File: src/rtl/fpadd_pkg.sv
// Shared definitions for the FP adder arbiter: data width, FSM state
// encoding and the requester-ID width helper.
package fpadd_pkg;

    localparam int FP_WIDTH = 32;

    typedef enum logic [1:0] {
        IDLE = 2'd0,
        EXEC = 2'd1,
        RESP = 2'd2
    } fpadd_state_t;

    // Width of a requester index; never narrower than one bit.
    function automatic int idWidth(input int n);
        return (n > 1) ? $clog2(n) : 1;
    endfunction

endpackage

File: src/rtl/rr_arbiter.sv
// Combinational round-robin picker: the search starts one above the last
// granted index and wraps, so the most recent winner has lowest priority.
module rr_arbiter
    import fpadd_pkg::*;
#(
    parameter int NUM_REQ = 2
) (
    input  logic [NUM_REQ-1:0]          req,
    input  logic [idWidth(NUM_REQ)-1:0] last_gnt,
    output logic [NUM_REQ-1:0]          gnt_onehot,
    output logic [idWidth(NUM_REQ)-1:0] gnt_idx,
    output logic                        any
);

    localparam int IdW = idWidth(NUM_REQ);

    // Walk the requesters in rotated order and take the first one asserted.
    always_comb begin
        logic [IdW-1:0] idx;
        gnt_onehot = '0;
        gnt_idx    = '0;
        any        = 1'b0;
        idx        = '0;
        for (int i = 0; i < NUM_REQ; i++) begin
            idx = IdW'((int'(last_gnt) + 1 + i) % NUM_REQ);
            if (!any && req[idx]) begin
                gnt_onehot[idx] = 1'b1;
                gnt_idx         = idx;
                any             = 1'b1;
            end
        end
    end

endmodule

File: src/rtl/fpadd_arbiter.sv
// Shares one combinational FP adder datapath between NUM_REQ requesters.
// A round-robin winner's operands are latched and held on fp_a/fp_b for
// LATENCY cycles (multicycle path), then fp_result is captured and returned
// with the requester ID over a valid/ready response channel.
module fpadd_arbiter
    import fpadd_pkg::*;
#(
    parameter int NUM_REQ = 2,
    parameter int LATENCY = 5
) (
    input  logic                               clk,
    input  logic                               rst_n,
    input  logic [NUM_REQ-1:0]                 req_valid,
    output logic [NUM_REQ-1:0]                 req_ready,
    input  logic [NUM_REQ-1:0][FP_WIDTH-1:0]   req_a,
    input  logic [NUM_REQ-1:0][FP_WIDTH-1:0]   req_b,
    output logic [FP_WIDTH-1:0]                fp_a,
    output logic [FP_WIDTH-1:0]                fp_b,
    input  logic [FP_WIDTH-1:0]                fp_result,
    output logic                               rsp_valid,
    input  logic                               rsp_ready,
    output logic [idWidth(NUM_REQ)-1:0]        rsp_id,
    output logic [FP_WIDTH-1:0]                rsp_result,
    output logic                               busy
);

    localparam int IdW  = idWidth(NUM_REQ);
    localparam int CntW = (LATENCY > 1) ? $clog2(LATENCY) : 1;

    fpadd_state_t          state;
    logic [1:0]            rstSync;
    logic                  rstSyncN;
    logic                  armed;
    logic [IdW-1:0]        lastGnt;
    logic [IdW-1:0]        gntId;
    logic [CntW-1:0]       cnt;
    logic [FP_WIDTH-1:0]   opA;
    logic [FP_WIDTH-1:0]   opB;
    logic [FP_WIDTH-1:0]   res;
    logic [NUM_REQ-1:0]    gntOnehot;
    logic [IdW-1:0]        gntIdx;
    logic                  anyReq;
    logic                  accepting;

    // Reset synchronizer: asserts asynchronously, releases on a clock edge.
    always_ff @(posedge clk or negedge rst_n) begin
        if (!rst_n) rstSync <= '0;
        else        rstSync <= {rstSync[0], 1'b1};
    end

    assign rstSyncN = rstSync[1];

    rr_arbiter #(
        .NUM_REQ (NUM_REQ)
    ) uPicker (
        .req        (req_valid),
        .last_gnt   (lastGnt),
        .gnt_onehot (gntOnehot),
        .gnt_idx    (gntIdx),
        .any        (anyReq)
    );

    // armed keeps req_ready low while reset is held and until it has released.
    assign accepting = (state == IDLE) && armed;
    assign req_ready = accepting ? gntOnehot : '0;

    assign fp_a       = opA;
    assign fp_b       = opB;
    assign rsp_valid  = (state == RESP);
    assign rsp_id     = gntId;
    assign rsp_result = res;
    assign busy       = (state != IDLE);

    // Control FSM: accept a winner, hold operands LATENCY cycles, return result.
    always_ff @(posedge clk or negedge rstSyncN) begin
        if (!rstSyncN) begin
            state   <= IDLE;
            armed   <= 1'b0;
            lastGnt <= IdW'(NUM_REQ - 1);
            gntId   <= '0;
            cnt     <= '0;
            opA     <= '0;
            opB     <= '0;
            res     <= '0;
        end else begin
            armed <= 1'b1;
            case (state)
                IDLE: begin
                    if (accepting && anyReq) begin
                        opA   <= req_a[gntIdx];
                        opB   <= req_b[gntIdx];
                        gntId <= gntIdx;
                        cnt   <= CntW'(LATENCY - 1);
                        state <= EXEC;
                    end
                end
                EXEC: begin
                    if (cnt == '0) begin
                        res   <= fp_result;
                        state <= RESP;
                    end else begin
                        cnt <= cnt - 1'b1;
                    end
                end
                RESP: begin
                    if (rsp_ready) begin
                        lastGnt <= gntId;
                        state   <= IDLE;
                    end
                end
                default: state <= IDLE;
            endcase
        end
    end

endmodule
File: config.mk
export PLATFORM = sky130hd
export DESIGN_NAME = fpadd_arbiter
export DESIGN_NICKNAME = d
export VERILOG_FILES = /design/src/rtl/fpadd_pkg.sv /design/src/rtl/rr_arbiter.sv /design/src/rtl/fpadd_arbiter.sv
export SDC_FILE = /design/constraint.sdc
export NUM_CORES = 1
export LEC_CHECK = 0
export ABC_AREA = 1
export CAP_MARGIN = 20
export CORE_MARGIN = 2
export CORE_UTILIZATION = 35
export DETAILED_ROUTE_END_ITERATION = 6
export PLACE_DENSITY = 0.78
export REMOVE_ABC_BUFFERS = 1
export SLEW_MARGIN = 20
export SYNTH_ARGS = -nofsm -noshare
export SYNTH_HDL_FRONTEND = slang
export SYNTH_SLANG_ARGS = --single-unit
File: constraint.sdc
create_clock -name clk -period 7.85 [get_ports clk]
set_input_delay 1.57 -clock clk [delete_from_list [all_inputs] [get_ports clk]]
set_output_delay 1.57 -clock clk [all_outputs]
set_load 0.005 [all_outputs]
==> results.cfg <==
[run_status]
status = complete, no violations

[pwr]
peakVddDrop_mv = 0.148
power.leakage_nw = 4.10
p_per_area_nw_per_um2 = 319

[setup_path]
worst-path-buf-inv = 3
crit_fanout = 66
crit_required_ns = 6.28
cp_slowest_cell = buf_4
critPathMostFrequentCell = clkdlybuf4s50_1
crit-reg2reg-capture = fp_b[30]
crit_family = buffers and inverters
critPathArrivalTime_ns = 3.84
startpoint_type = input pin
criticalPathCategory = in -> out
reg2reg_depth = 5
slowest_delay_ns = 0.55
rr_startpoint = state[1]
end_kind = output port
crit_chain = clkdlybuf4s50_1 -> nand2_4 -> nand2_2 -> buf_4 -> nor2_1 -> clkdlybuf4s50_1
reg2reg_slack_ns = 5.32

[clock_tree]
clk_pin_slew_worst_paths_ns = 0.08
cts_buffer_depth = 2
htreeDepth = 3
insertion_delay_ns = 0.34
post-cts-setup-buffer-count = 0
post_cts_resized = 0
cts.sinks = 106
postCtsHoldBufs = 0
cts_made_buffers = 9
cts_tree = done
root_buffer = clkbuf_16

[placement]
port-buffer-count = 265
place_congestion = 0.812
dpl.hpwl_um = 10300
dpl.cell_count = 1088

[finish]
seqCellArea_um2 = 2660
fillCellCount = 1356
multi_input_area_um2 = 2110
fin_cells = 1104
diodes = 0
syn_to_final_growth_pct = 57.3
layout-drive-gt1-share_pct = 5.87
fin_nets = 1082

[logic_synthesis]
avgSynthCellArea_um2 = 7.68
synthArstFlopShare_pct = 100
synth_area_um2 = 5180
synth_area_leaders = dfrtp_1 (51%), nand2_1 (27%), nand3_1 (6.7%), o21ai_2 (3.9%), inv_1 (3.0%)
synthTopCellsByCount = nand2_1 (367), dfrtp_1 (105), nand3_1 (69), inv_1 (41), o21ai_2 (23)
synth_top_cell_area_share_pct = 50.7
synth_ff_type = dfrtp_1
ys_ff_latch = 106
yosysUniqueCellTypes = 25
synth_top_area_cell = dfrtp_1
ys.warnings.count = 0
seq_area_frac_synth_pct = 51.2
syn_inst = 675
synth_edf_count = 0
synth.most_common_cell = nand2_1

[routing]
vias_per_cell = 4.55
initialDrtViolationCount = 234
postRouteAntennaNets = 0
drc = 0
first_pass_iters = 5
wirelength_um = 14900
wl_per_cell_um = 13.5
vias = 5025

[timing]
skew_ns = 0.00969
hold_viol = 0
rsz0062_at_grt = no
finalCritPeriodShare_pct = 69.0
finalSetupTns_ns = 0
slew_headroom_pct = 43.1
timing.fmax_mhz = 185
drv_slew = 0
min_period_ns = 5.41
setup_viol = 0
tightest_slew_ns = 0.854

[grt]
grt.overflow.total = 0
grt_max_degree = 72
grt_use_total_pct = 18.9
grt_pass1_wl_um = 24200
antenna_found_initial = 0
grt_pass1_vias = 4851

[die]
placementRows = 44
core_area_um2 = 14500
die_h_um = 126
io_pins = 266
die-width_um = 126
start_util_pct = 35.8
dieArea_um2 = 15800

[flow_run]
max_cap_viol_count = 0

[worst_hold_path]
hold_class = reg -> async
-- layout make-up --
class | instances | share of cell area [%]
clock buffers | 13 | 3.32
flip-flops and latches | 106 | 32.6
clock inverters | 3 | 0.568
repair buffers | 269 | 32.8
well taps | 184 | 2.82
multi-input cells | 486 | 25.8
inverters | 43 | 2.01
-- per-stage QoR --
stage               instance area (um^2)  power (mW)  utilization, %  hold slack, ns  setup slack, ns
finish                              8150        2.60            56.3           0.287             2.44
global route                        8150        2.80            56.3           0.345             2.27
CTS                                 8150        2.64            56.3           0.319             2.42
detailed placement                  7840        2.15            54.1           0.322             2.42
global placement                    7830        2.12            54.1           0.318             2.07
floorplan                           4910        1.43               -           0.331             2.13
-- worst max path at each step --
stage	startpoint	end	slack, ns	depth (start not counted)
3_3_place_gp	req_valid[0]	req_ready[1]	2.07	6
3_5_place_dp	req_valid[0]	req_ready[1]	2.42	6
5_1_grt	req_valid[0]	req_ready[1]	2.27	6
2_1_floorplan	req_valid[0]	req_ready[1]	2.13	3
4_1_cts	req_valid[0]	req_ready[1]	2.42	6
6_report	req_valid[0]	req_ready[1]	2.44	6
-- flip-flops by register name, summed over array words and instances (netlist names) --
name / count
cnt: 3
lastGnt: 1
armed: 1
fp_a: 32
rsp_id: 1
rstSync: 2
fp_b: 32
rsp_result: 32
state: 2
-- layout by cell type (no fill, tap or decap) --
cell type and instances:
nor2_2 1, dfstp_2 1, bufinv_16 1, nand4_1 1, clkinvlp_4 1, nor2_1 5, nand3_2 1, inv_4 1
clkbuf_8 3, buf_2 1, nand3_4 1, ha_1 2, o21ai_1 10, conb_1 2, nor2_4 1, o31ai_1 1
clkbuf_1 1, clkdlybuf4s50_1 264, dfrtp_4 1, inv_6 1, o21ai_0 1, dfrtp_1 104, buf_4 4, inv_1 41
nand3_1 69, nand2_4 1, inv_2 1, nand2_2 2, nand2_1 365, o21ai_2 23, clkbuf_16 9
-- power breakdown --
part           total (mW)  leakage, nW  switching, mW  internal [mW]
sequential          0.936         1.32          0.139          0.797
combinational        1.20         2.63          0.541          0.658
clock               0.469        0.152          0.195          0.275
-- cells by family after synthesis --
kind of cell	Yosys count	synth area share [%]
DFF	106	51.2
and+or+nand+nor	447	34.7
other	1	0.0723
buffers and inverters	84	8.45
adders and majority gates	2	0.483
AOI/OAI and AO/OA	35	5.09
-- worst register-to-register path, stage by stage (launching register included) --
cell     delay [ns]
dfrtp_1        0.43
nor2_2         0.23
nand3_4        0.66
inv_4          0.90
nand2_1        0.16
nand2_1        0.08
-- layer usage --
metal	vias up	wire (um)	GRT usage [%]
li1	2542	-	-
met1	2275	6180	22.9
met2	172	7210	32.0
met3	36	927	4.04
met4	0	537	8.95
met5	-	0	0
(Power assumes the default switching activity.)
